## src/rtl/dac_spi_frame_rx.sv

```systemverilog
// SPI mode-0 responder for the DAC link. It oversamples sclk/mosi/cs_n with clk and
// deserializes each cs_n-framed word into cmd/addr/data. It also tracks the X/Y codes.
module dac_spi_frame_rx #(
    parameter int         FRAME_BITS  = 24,
    parameter int         DATA_BITS   = 16,
    parameter int         SYNC_STAGES = 2,
    parameter logic [3:0] CMD_WRITE   = 4'h3
) (
    input  logic                 clk,
    input  logic                 reset,
    input  logic                 spi_sclk,
    input  logic                 spi_mosi,
    input  logic                 spi_cs_n,
    output logic                 frame_valid,
    output logic [3:0]           frame_cmd,
    output logic [3:0]           frame_addr,
    output logic [DATA_BITS-1:0] frame_data,
    output logic [DATA_BITS-1:0] code_x,
    output logic [DATA_BITS-1:0] code_y,
    output logic                 frame_err,
    output logic [15:0]          frame_cnt,
    output logic [7:0]           err_cnt
);

    localparam int CNT_W = $clog2(FRAME_BITS + 2);
    localparam logic [CNT_W-1:0] CNT_FULL = CNT_W'(FRAME_BITS);
    localparam logic [CNT_W-1:0] CNT_SAT  = CNT_W'(FRAME_BITS + 1);

    typedef enum logic [1:0] {
        ST_IDLE  = 2'd0,
        ST_SHIFT = 2'd1,
        ST_CHECK = 2'd2
    } state_t;

    logic [SYNC_STAGES-1:0] sclk_sync_r;
    logic [SYNC_STAGES-1:0] mosi_sync_r;
    logic [SYNC_STAGES-1:0] cs_sync_r;
    logic                   sclk_prev_r;
    logic                   cs_prev_r;

    logic                   sclk_rise_s;
    logic                   cs_rise_s;
    logic                   cs_fall_s;
    logic                   mosi_s;
    logic [FRAME_BITS-1:0]  shift_next_s;
    logic [FRAME_BITS-1:0]  start_shreg_s;
    logic [CNT_W-1:0]       start_cnt_s;
    logic [3:0]             cmd_s;
    logic [3:0]             addr_s;
    logic                   frame_ok_s;

    state_t                 state_r;
    logic [FRAME_BITS-1:0]  shreg_r;
    logic [CNT_W-1:0]       bitcnt_r;
    logic                   ovf_r;
    logic                   frame_valid_r;
    logic                   frame_err_r;
    logic [3:0]             frame_cmd_r;
    logic [3:0]             frame_addr_r;
    logic [DATA_BITS-1:0]   frame_data_r;
    logic [DATA_BITS-1:0]   code_x_r;
    logic [DATA_BITS-1:0]   code_y_r;
    logic [15:0]            frame_cnt_r;
    logic [7:0]             err_cnt_r;

    // Synchronizers and edge-detect registers. cs_n resets low ("busy") so that a frame
    // still in progress when reset releases never looks like a fresh cs_n fall.
    always_ff @(posedge clk) begin
        if (reset) begin
            sclk_sync_r <= {SYNC_STAGES{1'b0}};
            mosi_sync_r <= {SYNC_STAGES{1'b0}};
            cs_sync_r   <= {SYNC_STAGES{1'b0}};
            sclk_prev_r <= 1'b0;
            cs_prev_r   <= 1'b0;
        end else begin
            sclk_sync_r <= {sclk_sync_r[SYNC_STAGES-2:0], spi_sclk};
            mosi_sync_r <= {mosi_sync_r[SYNC_STAGES-2:0], spi_mosi};
            cs_sync_r   <= {cs_sync_r[SYNC_STAGES-2:0], spi_cs_n};
            sclk_prev_r <= sclk_sync_r[SYNC_STAGES-1];
            cs_prev_r   <= cs_sync_r[SYNC_STAGES-1];
        end
    end

    assign sclk_rise_s  = sclk_sync_r[SYNC_STAGES-1] & ~sclk_prev_r;
    assign cs_rise_s    = cs_sync_r[SYNC_STAGES-1] & ~cs_prev_r;
    assign cs_fall_s    = ~cs_sync_r[SYNC_STAGES-1] & cs_prev_r;
    assign mosi_s       = mosi_sync_r[SYNC_STAGES-1];
    assign shift_next_s = {shreg_r[FRAME_BITS-2:0], mosi_s};
    assign cmd_s        = shreg_r[FRAME_BITS-1 -: 4];
    assign addr_s       = shreg_r[FRAME_BITS-5 -: 4];
    assign frame_ok_s   = (bitcnt_r == CNT_FULL) && !ovf_r;

    // Frame start values: an sclk rise coincident with the cs_n fall is the first bit.
    always_comb begin
        start_cnt_s   = {CNT_W{1'b0}};
        start_shreg_s = {FRAME_BITS{1'b0}};
        if (sclk_rise_s) begin
            start_cnt_s   = CNT_W'(1);
            start_shreg_s = {{(FRAME_BITS-1){1'b0}}, mosi_s};
        end else begin
            start_cnt_s   = {CNT_W{1'b0}};
            start_shreg_s = {FRAME_BITS{1'b0}};
        end
    end

    // Frame FSM with registered result outputs.
    always_ff @(posedge clk) begin
        if (reset) begin
            state_r       <= ST_IDLE;
            shreg_r       <= {FRAME_BITS{1'b0}};
            bitcnt_r      <= {CNT_W{1'b0}};
            ovf_r         <= 1'b0;
            frame_valid_r <= 1'b0;
            frame_err_r   <= 1'b0;
            frame_cmd_r   <= 4'h0;
            frame_addr_r  <= 4'h0;
            frame_data_r  <= {DATA_BITS{1'b0}};
            code_x_r      <= {DATA_BITS{1'b0}};
            code_y_r      <= {DATA_BITS{1'b0}};
            frame_cnt_r   <= 16'h0000;
            err_cnt_r     <= 8'h00;
        end else begin
            frame_valid_r <= 1'b0;
            frame_err_r   <= 1'b0;
            case (state_r)
                ST_IDLE: begin
                    if (cs_fall_s) begin
                        state_r  <= ST_SHIFT;
                        shreg_r  <= start_shreg_s;
                        bitcnt_r <= start_cnt_s;
                        ovf_r    <= 1'b0;
                    end else begin
                        state_r  <= ST_IDLE;
                    end
                end
                ST_SHIFT: begin
                    if (cs_rise_s) begin
                        state_r <= ST_CHECK;
                    end else if (sclk_rise_s) begin
                        shreg_r <= shift_next_s;
                        if (bitcnt_r != CNT_SAT) begin
                            bitcnt_r <= bitcnt_r + CNT_W'(1);
                        end else begin
                            bitcnt_r <= bitcnt_r;
                        end
                        if (bitcnt_r >= CNT_FULL) begin
                            ovf_r <= 1'b1;
                        end else begin
                            ovf_r <= ovf_r;
                        end
                    end else begin
                        state_r <= ST_SHIFT;
                    end
                end
                ST_CHECK: begin
                    if (frame_ok_s) begin
                        frame_valid_r <= 1'b1;
                        frame_cmd_r   <= cmd_s;
                        frame_addr_r  <= addr_s;
                        frame_data_r  <= shreg_r[DATA_BITS-1:0];
                        frame_cnt_r   <= frame_cnt_r + 16'd1;
                        if (cmd_s == CMD_WRITE && addr_s == 4'd0) begin
                            code_x_r <= shreg_r[DATA_BITS-1:0];
                        end else if (cmd_s == CMD_WRITE && addr_s == 4'd1) begin
                            code_y_r <= shreg_r[DATA_BITS-1:0];
                        end else begin
                            code_x_r <= code_x_r;
                        end
                    end else begin
                        frame_err_r <= 1'b1;
                        if (err_cnt_r != 8'hFF) begin
                            err_cnt_r <= err_cnt_r + 8'd1;
                        end else begin
                            err_cnt_r <= err_cnt_r;
                        end
                    end
                    // A cs_n fall landing in this cycle opens the next frame directly.
                    if (cs_fall_s) begin
                        state_r  <= ST_SHIFT;
                        shreg_r  <= start_shreg_s;
                        bitcnt_r <= start_cnt_s;
                        ovf_r    <= 1'b0;
                    end else begin
                        state_r  <= ST_IDLE;
                    end
                end
                default: begin
                    state_r <= ST_IDLE;
                end
            endcase
        end
    end

    assign frame_valid = frame_valid_r;
    assign frame_err   = frame_err_r;
    assign frame_cmd   = frame_cmd_r;
    assign frame_addr  = frame_addr_r;
    assign frame_data  = frame_data_r;
    assign code_x      = code_x_r;
    assign code_y      = code_y_r;
    assign frame_cnt   = frame_cnt_r;
    assign err_cnt     = err_cnt_r;

endmodule

```

## config.mk

```make
export PLATFORM = sky130hd
export DESIGN_NAME = dac_spi_frame_rx
export DESIGN_NICKNAME = d
export VERILOG_FILES = /design/src/rtl/dac_spi_frame_rx.sv
export SDC_FILE = /design/constraint.sdc
export NUM_CORES = 1
export LEC_CHECK = 0
export ABC_CLOCK_PERIOD_IN_PS = 2000
export CORE_MARGIN = 4
export CORE_UTILIZATION = 37
export CTS_CLUSTER_DIAMETER = 50
export CTS_CLUSTER_SIZE = 10
export DETAILED_ROUTE_END_ITERATION = 12
export PLACE_DENSITY = 0.61
export SLEW_MARGIN = 20
export SYNTH_ARGS = -nofsm -noshare
export SYNTH_HDL_FRONTEND = slang
export SYNTH_SLANG_ARGS = --single-unit
```

## constraint.sdc

```tcl
create_clock -name clk -period 2 [get_ports clk]
set_input_delay 0.3 -clock clk [delete_from_list [all_inputs] [get_ports clk]]
set_output_delay 0.3 -clock clk [all_outputs]
set_load 0.005 [all_outputs]
```

# --- Yosys cells after proc, flatten, opt, wreduce, memory -nomap -nowiden ---
# Cells that the tools add are included.
op_classes:
  n_addsub: 3
  n_lt_le_gt_ge: 1
  n_eq_ne: 13
  n_mux: 22
  bitwise_logic: 9
  reduce_logical: 16
ops:
  columns: ["operator", "n"]
  rows:
  - ["$mux W24", 3]
  - ["$pmux W24 S2", 1]
  - ["$mux W5", 4]
  - ["$add A16 B1 Y16 const B", 1]
  - ["$pmux W5 S2", 1]
  - ["$reduce_and A5 Y1", 2]
  - ["$mux W1", 9]
  - ["$add A8 B1 Y8 const B", 1]
  - ["$ne A2 B2 Y1 const B", 4]
  - ["$ne A8 B8 Y1 const B", 1]
  - ["$reduce_and A4 Y1", 2]
  - ["$not A1 Y1", 6]
  - ["$reduce_and A3 Y1", 2]
  - ["$add A5 B1 Y5 const B", 1]
  - ["$eq A5 B5 Y1 const B", 1]
  - ["$ge A5 B5 Y1 const B", 1]
  - ["$ne A5 B5 Y1 const B", 1]
  - ["$eq A4 B1 Y1 const B", 1]
  - ["$eq A4 B2 Y1 const B", 1]
  - ["$logic_not A4 Y1", 1]
  - ["$mux W2", 2]
  - ["$pmux W2 S2", 1]
  - ["$reduce_or A2 Y1", 2]
  - ["$and A1 B1 Y1", 3]
  - ["other kinds (10)", 12]
word_totals:
  reg_bits: 122
  in_bits: 5
  output_inout_bits: 82
  word_cells: 82

# --- Longest topological paths before layout ---
# Gate-level depths: netlist of the first run.
logic_depth:
  ltp_word: 5
  depth_mapped: 8
  ltp_nobuf: 6

# --- Least setup slack after synthesis of the first run ---
# No wires, ideal clock.
synth_path:
  kind: "reg2reg"
  from: "reg bitcnt_r[0]"
  to: "reg code_x_r[10] (netlist: code_x[10])"
  setup_ps: 128
  arrival_ps: 1635
  required_time_ps: 1872
  slack_ps: 237
  path_stages_with_launch: 9
  path_buffers: 2
  synth_period_minus_slack_ps: 1763
  path_cell_list: "dfxtp_1 -> inv_1 -> ha_1 -> and4bb_1 -> buf_4 -> nand4_2 -> buf_4 -> mux2i_1 -> nor2_1"
synth_via:
  elab_chain_cells: 3
synth_rtl:
  columns: ["item", "line_no", "rtl"]
  rows:
  - ["start, declared", "54", "logic [CNT_W-1:0] bitcnt_r;"]
  - ["start signal, assigned", "111", "bitcnt_r <= {CNT_W{1'b0}};"]
  - ["start signal, assigned", "130", "bitcnt_r <= start_cnt_s;"]
  - ["start signal, assigned", "142", "bitcnt_r <= bitcnt_r + CNT_W'(1);"]
  - ["$eq A5 B5 Y1", "91", "assign frame_ok_s = (bitcnt_r == CNT_FULL) && !ovf_r;"]
  - ["$logic_and A1 B1 Y1", "91", null]
  - ["$reduce_and A3 Y1 (no line)", null, null]
  - ["end signal, assigned", "118", "code_x_r <= {DATA_BITS{1'b0}};"]
  - ["end signal, assigned", "163", "code_x_r <= shreg_r[DATA_BITS-1:0];"]
  - ["end signal, assigned", "167", "code_x_r <= code_x_r;"]
  - ["end, declared", "61", "logic [DATA_BITS-1:0] code_x_r;"]
# Every way passes these cells.
# A chain may end at the register's enable or synchronous reset.

# --- Final worst setup path of the first run ---
layout_path:
  from: "reg bitcnt_r[1]"
  to: "reg frame_cnt_r[11] (netlist: frame_cnt[11])"
layout_via:
  elab_chain_cells: 3
layout_rtl:
  columns: ["item", "line_no", "rtl"]
  rows:
  - ["$eq A5 B5 Y1", "91", null]
  - ["$logic_and A1 B1 Y1", "91", null]
  - ["$reduce_and A2 Y1 (no line)", null, null]
  - ["end signal, assigned", "161", "frame_cnt_r <= frame_cnt_r + 16'd1;"]
  - ["end, declared", "63", "logic [15:0] frame_cnt_r;"]
# Every way passes these cells.

==> impl_metrics.env, run 1 <==
export IMPL_min_period_ps=1870
export IMPL_die_w_um=120
export IMPL_status="finished clean"
export IMPL_gp_congestion=0.758
export IMPL_yosysMostFrequentCell="dfxtp_1"
export IMPL_grt_max_degree=36
export IMPL_rr_endpoint="frame_cnt[11]$_SDFFE_PP0P_"
export IMPL_cts_tree="done"
export IMPL_worst_path_buf_inv=1
export IMPL_slew_violations=0
export IMPL_r2r_slack_ps=130
export IMPL_holdWs_ps=286
export IMPL_hold_path_depth=2
export IMPL_cp_data_arrival_time_ps=2210
export IMPL_synth_area_per_cell_um2=8.91
export IMPL_ant_nets=0
export IMPL_area_delta_synth_final_pct=35.7
export IMPL_cp_slowest_cell="or3_1"
export IMPL_slowest_delay_ps=420
export IMPL_clk_latency_ps=410
export IMPL_hold_class="in2reg"
export IMPL_drc_errors=0
export IMPL_clock_skew_ps=11.1
export IMPL_vias=3879
export IMPL_synthMuxAreaShare_pct=7.13
export IMPL_crit_path_end_kind="register"
export IMPL_worstHoldStart="reset"
export IMPL_synthesis_instances=522
export IMPL_layout_setup_ws_ps=134
export IMPL_core_rowCount=40
export IMPL_ios=87
export IMPL_place_area_mm2=0.00572
export IMPL_cp_start_kind="register"
export IMPL_hold_viol_final=0
export IMPL_maxCapViolations=0
export IMPL_path_delay_family="simple AND/OR/NAND/NOR gates"
export IMPL_ctsHoldBuffers=0
export IMPL_finalCritPeriodShare_pct=93.3
export IMPL_cts_buffers=17
export IMPL_grt_pass1_vias=3678
export IMPL_crit_start="bitcnt_r[1]$_SDFFE_PP0P_"
export IMPL_synthXorXnorAreaFrac_pct=1.32
export IMPL_antenna_cells=0
export IMPL_ys_top_cells_by_count="dfxtp_1, nand2_1, a21oi_1"
export IMPL_die_height_um=120
export IMPL_powerDensity_mw_per_mm2=876
export IMPL_critical_path_class="reg2reg"
export IMPL_synth_edf_count=0
export IMPL_wl_um=10800
export IMPL_grtUsageTotal_pct=15.3
export IMPL_path_clk_slew_ps=50
export IMPL_setup_violations=0
export IMPL_synth_simple_area_share_pct=22.9
export IMPL_ys_seq_elements=122
export IMPL_io_buffer_count=86
export IMPL_dp_hpwl_um=7240
export IMPL_synthAdderAreaFrac_pct=1.35
export IMPL_synthFlopType="dfxtp_1"
export IMPL_synth_top_cell_area_share_pct=52.5
export IMPL_floorplan_initialDensity_pct=38.2
export IMPL_hold_path_end="code_y[2]$_SDFFE_PP0P_"
export IMPL_die_area_mm2=0.0144
export IMPL_post_place_ws_ps=-35.5
export IMPL_leakagePower_nw=2.39
export IMPL_core_area_mm2=0.0122
export IMPL_drt_initial_drc_count=218
export IMPL_clkSinkCount=122
export IMPL_viasPerCell=4.90
export IMPL_cts_root_buf="clkbuf_16"
export IMPL_grt_pass1_wl_um=17900
export IMPL_worst_slew_pin_slew_ps=522
export IMPL_cp_required_ps=2340
export IMPL_synth_net_count=532
export IMPL_syn_area_mm2=0.00465
export IMPL_path_cells="inv_1 -> ha_1 -> and4bb_4 -> nand4_1 -> or3_1 -> a21oi_1"
export IMPL_yosys_warnings=0
export IMPL_cts_htree_levels=4
export IMPL_cts_max_path_buffers=2
export IMPL_fin_nets=622
export IMPL_synth_distinct_cells=45
export IMPL_synth_area_leader_cell="dfxtp_1"
export IMPL_synth_seq_area_share_pct=52.5
export IMPL_timing_fmax_mhz=536
export IMPL_critPathMaxFanout=8
export IMPL_ir_drop_mv=0.509
export IMPL_reg2reg_from="bitcnt_r[1]$_SDFFE_PP0P_"
export IMPL_async_flop_share_pct=0
export IMPL_antenna_found_initial=0
export IMPL_layout_drive_gt1_share_pct=8.83
export IMPL_synthTopCellsByArea="dfxtp_1, nand2_1, a21oi_1, mux2i_1, nor2_1"
export IMPL_relSlewSlack_pct=65.2
export IMPL_design_area_mm2=0.00631
export IMPL_synth_top_family_by_area="simple AND/OR/NAND/NOR gates"
export IMPL_synth_compound_area_share_pct=11.4
export IMPL_wl_per_cell_um=13.6
export IMPL_r2r_cells=6
export IMPL_first_pass_iters=4
export IMPL_grt_remaining_overflow=0
export IMPL_fill_cells=1147
-- worst reg2reg max path, stage by stage (launching register included) --
cell,delay (ps)
dfxtp_1,340
inv_1,110
ha_1,200
and4bb_4,340
nand4_1,250
or3_1,420
a21oi_1,140
-- power by group --
group / switching (W) / internal, W
clock: 0.00101 / 0.00200
combinational: 0.0000600 / 0.0000225
sequential: 0.00000311 / 0.00244
total: 0.00107 / 0.00446
-- final cells by class --
cell class / instances / area, um2 / area share, %
clock inverters: 9 / 123 / 1.94
clock buffers: 21 / 460 / 7.29
well taps: 168 / 210 / 3.33
multi-input cells: 363 / 2060 / 32.7
flip-flops and latches: 122 / 2440 / 38.7
inverters: 9 / 33.8 / 0.535
repair buffers: 99 / 981 / 15.5
-- worst max path at each step --
stage / depth (start not counted) / end / slack, ps
floorplan: 8 / code_x[10]$_SDFFE_PP0P_ / 240
global placement: 6 / frame_cnt[15]$_SDFFE_PP0P_ / 50
detailed placement: 6 / frame_cnt[11]$_SDFFE_PP0P_ / -40
CTS: 6 / frame_cnt[13]$_SDFFE_PP0P_ / 40
global route: 6 / frame_cnt[15]$_SDFFE_PP0P_ / -1
finish: 6 / frame_cnt[11]$_SDFFE_PP0P_ / 130
-- kinds of logic (layout without fill, tap and decap cells) --
kind of cell | count (synthesis) | count (layout)
multiplexers | 33 | 33
AO/OA/AOI/OAI | 97 | 97
XOR/XNOR | 7 | 7
adder cells (fa/ha/maj) | 5 | 5
AND/OR/NAND/NOR | 221 | 221
flip-flops | 122 | 122
buffers and inverters | 37 | 138
-- registers in the layout, indices dropped and copies added, names as in the netlist --
| signal | cells |
|---|---|
| code_y | 16 |
| ovf_r | 1 |
| shreg_r | 24 |
| frame_valid | 1 |
| mosi_sync_r | 2 |
| err_cnt | 8 |
| bitcnt_r | 5 |
| cs_prev_r | 1 |
| sclk_sync_r | 2 |
| sclk_prev_r | 1 |
| frame_err | 1 |
| frame_cmd | 4 |
| frame_cnt | 16 |
| frame_data | 16 |
| state_r | 2 |
| frame_addr | 4 |
| cs_sync_r | 2 |
| code_x | 16 |
-- repair_timing --
item                                    in CTS  in global routing
pin swaps                                    0                  2
endpoints found under the setup margin      13                 12
gates cloned                                 0                  0
resized for setup                            1                  1
setup buffers                                0                  1
-- metrics by stage --
stage	power [W]	cells	util (%)	TNS [ps]
6_report	0.00553	791	51.9	0
5_1_grt	0.00571	791	51.9	-0.991
4_1_cts	0.00560	790	51.8	0
3_5_place_dp	0.00258	760	47.0	-93.4
3_3_place_gp	0.00258	760	47.0	0
2_1_floorplan	0.00255	522	-	0
-- layer usage --
layer	vias to the layer above	wire length [um]	track usage, %
met5	-	0	0
met1	1821	4920	19.2
met3	7	526	5.09
li1	1975	-	-
met4	0	108	6.08
met2	76	5230	24.2
-- cell usage in the layout, fill, tap and decap left out, drive strengths merged, types with 3 or more instances in the layout --
cell type and count:
nor2b 12, ha 5, xnor2 5, nand3 11, and4 3, bufinv 3, nor4 4, a31oi 3
mux2i 32, clkinv 5, nand4 12, clkdlybuf4s50 85, a21oi 69, o21ai 15, nand2 103, dfxtp 122
nor2 46, buf 14, o31ai 4, inv 9, or3 13, clkbuf 21
Note: power is estimated with default switching activity, not from simulation.
==> run 2: changes to the inputs <==
Settings changed: GPL_TIMING_DRIVEN from default to 0, RECOVER_POWER from default to 100.
==> run 2 against run 1 <==
Sequential cell count is the same. Power grew 1.3%. Setup slack gained 15 ps. Clock power grew 2%. Sequential power is essentially flat. Final area grew 0.89%. Largest cell class unchanged. Count of clock-buffer cells in the layout shrank 3. Combinational power grew 12%. Worst hold slack gained 150 ps. Fmax grew 0.82%. Wire length grew 7.7%.
==> impl_metrics.env, run 2 (synthesis results as in run 1) <==
export IMPL_rr_endpoint="frame_cnt[7]$_SDFFE_PP0P_"
export IMPL_setup_violations=0
export IMPL_wl_per_cell_um=14.3
export IMPL_finalCritPeriodShare_pct=92.5
export IMPL_reg2reg_from="bitcnt_r[0]$_SDFFE_PP0P_"
export IMPL_cts_htree_levels=4
export IMPL_regMostFlops="shreg_r"
export IMPL_holdWs_ps=434
export IMPL_min_period_ps=1850
export IMPL_timing_fmax_mhz=540
export IMPL_wl_met1_um=5490
export IMPL_fin_nets=640
export IMPL_hold_viol_final=0
export IMPL_maxCapViolations=0
export IMPL_tns_ps=0
export IMPL_viasPerCell=4.82
export IMPL_first_pass_iters=4
export IMPL_cp_start_kind="register"
export IMPL_worstHoldStart="mosi_sync_r[0]$_SDFF_PP0_"
export IMPL_p_int_w=0.00436
export IMPL_gp_congestion=0.782
export IMPL_ant_nets=0
export IMPL_highest_layer="met4"
export IMPL_grt_remaining_overflow=0
export IMPL_cts_root_buf="clkbuf_16"
export IMPL_wl_met3_um=535
export IMPL_hold_path_depth=1
export IMPL_powerDensity_mw_per_mm2=880
export IMPL_ctsHoldBuffers=0
export IMPL_met2WireLength_um=5500
export IMPL_leakagePower_nw=2.41
export IMPL_slew_violations=0
export IMPL_power_w=0.00560
export IMPL_cp_data_arrival_time_ps=2180
export IMPL_seqPwrFrac_pct=43.6
export IMPL_instances_no_fill=811
export IMPL_core_area_mm2=0.0122
export IMPL_grt_max_degree=17
export IMPL_cts_tree="done"
export IMPL_path_cells="inv_1 -> ha_2 -> and4bb_1 -> buf_6 -> nand2_4 -> or4_1 -> a21oi_1"
export IMPL_design_area_mm2=0.00637
export IMPL_relSlewSlack_pct=58.1
export IMPL_grt_setup_unrepaired="false"
export IMPL_sw_frac_of_total_pct=22.2
export IMPL_worst_slew_pin_slew_ps=628
export IMPL_grt_pass1_vias=3832
export IMPL_place_area_mm2=0.00572
export IMPL_wl_um=11600
export IMPL_ir_drop_mv=0.537
export IMPL_clock_skew_ps=6.51
export IMPL_dp_cells=776
export IMPL_p_switching_w=0.00125
export IMPL_largest_reg_flops=24
export IMPL_cts_buffers=17
export IMPL_die_w_um=120
export IMPL_hold_class="reg2reg"
export IMPL_clk_latency_ps=410
export IMPL_mostFrequentLayoutCell="dfxtp_1"
export IMPL_critical_path_class="reg2reg"
export IMPL_path_clk_slew_ps=60
export IMPL_slowest_delay_ps=510
export IMPL_status="finished clean"
export IMPL_ios=87
export IMPL_die_area_mm2=0.0144
export IMPL_floorplan_initialDensity_pct=38.2
export IMPL_r2r_cells=7
export IMPL_cp_required_ps=2330
export IMPL_grt_pass1_wl_um=19000
export IMPL_io_buffer_count=86
export IMPL_final_cell_mix="dfxtp_1, nand2_1, clkdlybuf4s50_1, a21oi_1, nor2_1"
export IMPL_hold_path_end="mosi_sync_r[1]$_SDFF_PP0_"
export IMPL_crit_path_end_kind="register"
export IMPL_r2r_slack_ps=150
export IMPL_vias=3913
export IMPL_power_frac_comb_pct=1.7
export IMPL_layout_drive_gt1_share_pct=9.02
export IMPL_critPathMaxFanout=10
export IMPL_clkSinkCount=122
export IMPL_core_rowCount=40
export IMPL_cp_slowest_cell="or4_1"
export IMPL_antenna_cells=0
export IMPL_drc_errors=0
export IMPL_dp_hpwl_um=8210
export IMPL_drt_initial_drc_count=260
export IMPL_cts_max_path_buffers=2
export IMPL_grtUsageTotal_pct=16.6
export IMPL_antenna_found_initial=0
export IMPL_area_delta_synth_final_pct=36.9
export IMPL_die_height_um=120
export IMPL_p_clk_share_pct=54.8
## run 2: changes by cell type in the layout (fill, tap and decap cells not counted), moves of 3 or more
cell        before  now
inv_6            0    6
clkbuf_2         0    6
clkinvlp_4       1    4
buf_2            0    3
buf_4           12    3
clkinv_2         5    1
clkbuf_1         2   16
## run 2: routing by layer
layer	global-route usage [%]	vias to the layer above
met5	0	-
met2	26.4	70
met3	5.14	6
met1	21.6	1831
li1	-	2006
met4	5.15	0
## run 2: what timing repair did
item / CTS / global route
setup endpoints to repair: 40 / 50
endpoints found under the hold margin: 0 / 0
gates resized for setup: 3 / 16
pin swaps: 0 / 1
setup buffers: 0 / 3
## run 2: critical path, delay by kind of cell, from the launching register on
family	cells	cell delay [ps]
and+or+nand+nor	3	830
DFF	1	350
buffers and inverters	2	240
adders and majority gates	1	190
AOI/OAI and AO/OA	1	150
## run 2: cell type report
| type | instances | area, um2 |
|---|---|---|
| Clock inverter | 14 | 159 |
| Clock buffer | 18 | 439 |
| Buffer | 28 | 141 |
| Inverter | 9 | 33.8 |
| Timing Repair Buffer | 89 | 881 |
| Multi-Input combinational cell | 363 | 2060 |
| Tap cell | 168 | 210 |
| Fill cell | 1136 | 5790 |
| Sequential cell | 122 | 2440 |
## run 2: power groups by stage
stage               clock network [W]  registers, W  logic [W]
CTS                           0.00313       0.00244  0.0000953
global placement                    0       0.00249  0.0000927
finish                        0.00307       0.00244  0.0000927
detailed placement                  0       0.00249  0.0000950
floorplan                           0       0.00249  0.0000565
global route                  0.00323       0.00244   0.000104
## run 2: worst max-delay path by stage
stage,end,slack [ps],start
after floorplan,code_x[10]$_SDFFE_PP0P_,240,bitcnt_r[0]$_SDFFE_PP0P_
after detailed placement,frame_data[5]$_SDFFE_PP0P_,-210,reset
after global placement,frame_data[15]$_SDFFE_PP0P_,-120,bitcnt_r[0]$_SDFFE_PP0P_
after CTS,frame_data[11]$_SDFFE_PP0P_,20,bitcnt_r[1]$_SDFFE_PP0P_
final,frame_cnt[7]$_SDFFE_PP0P_,150,bitcnt_r[0]$_SDFFE_PP0P_
after global routing,frame_cnt[7]$_SDFFE_PP0P_,9,bitcnt_r[0]$_SDFFE_PP0P_
## run 2: stage by stage
step / setup WS (ps) / util [%]
after floorplan: 237 / -
after global placement: -122 / 47.0
after detailed placement: -210 / 47.0
after CTS: 16.5 / 52.1
after global routing: 9.35 / 52.4
final: 149 / 52.4
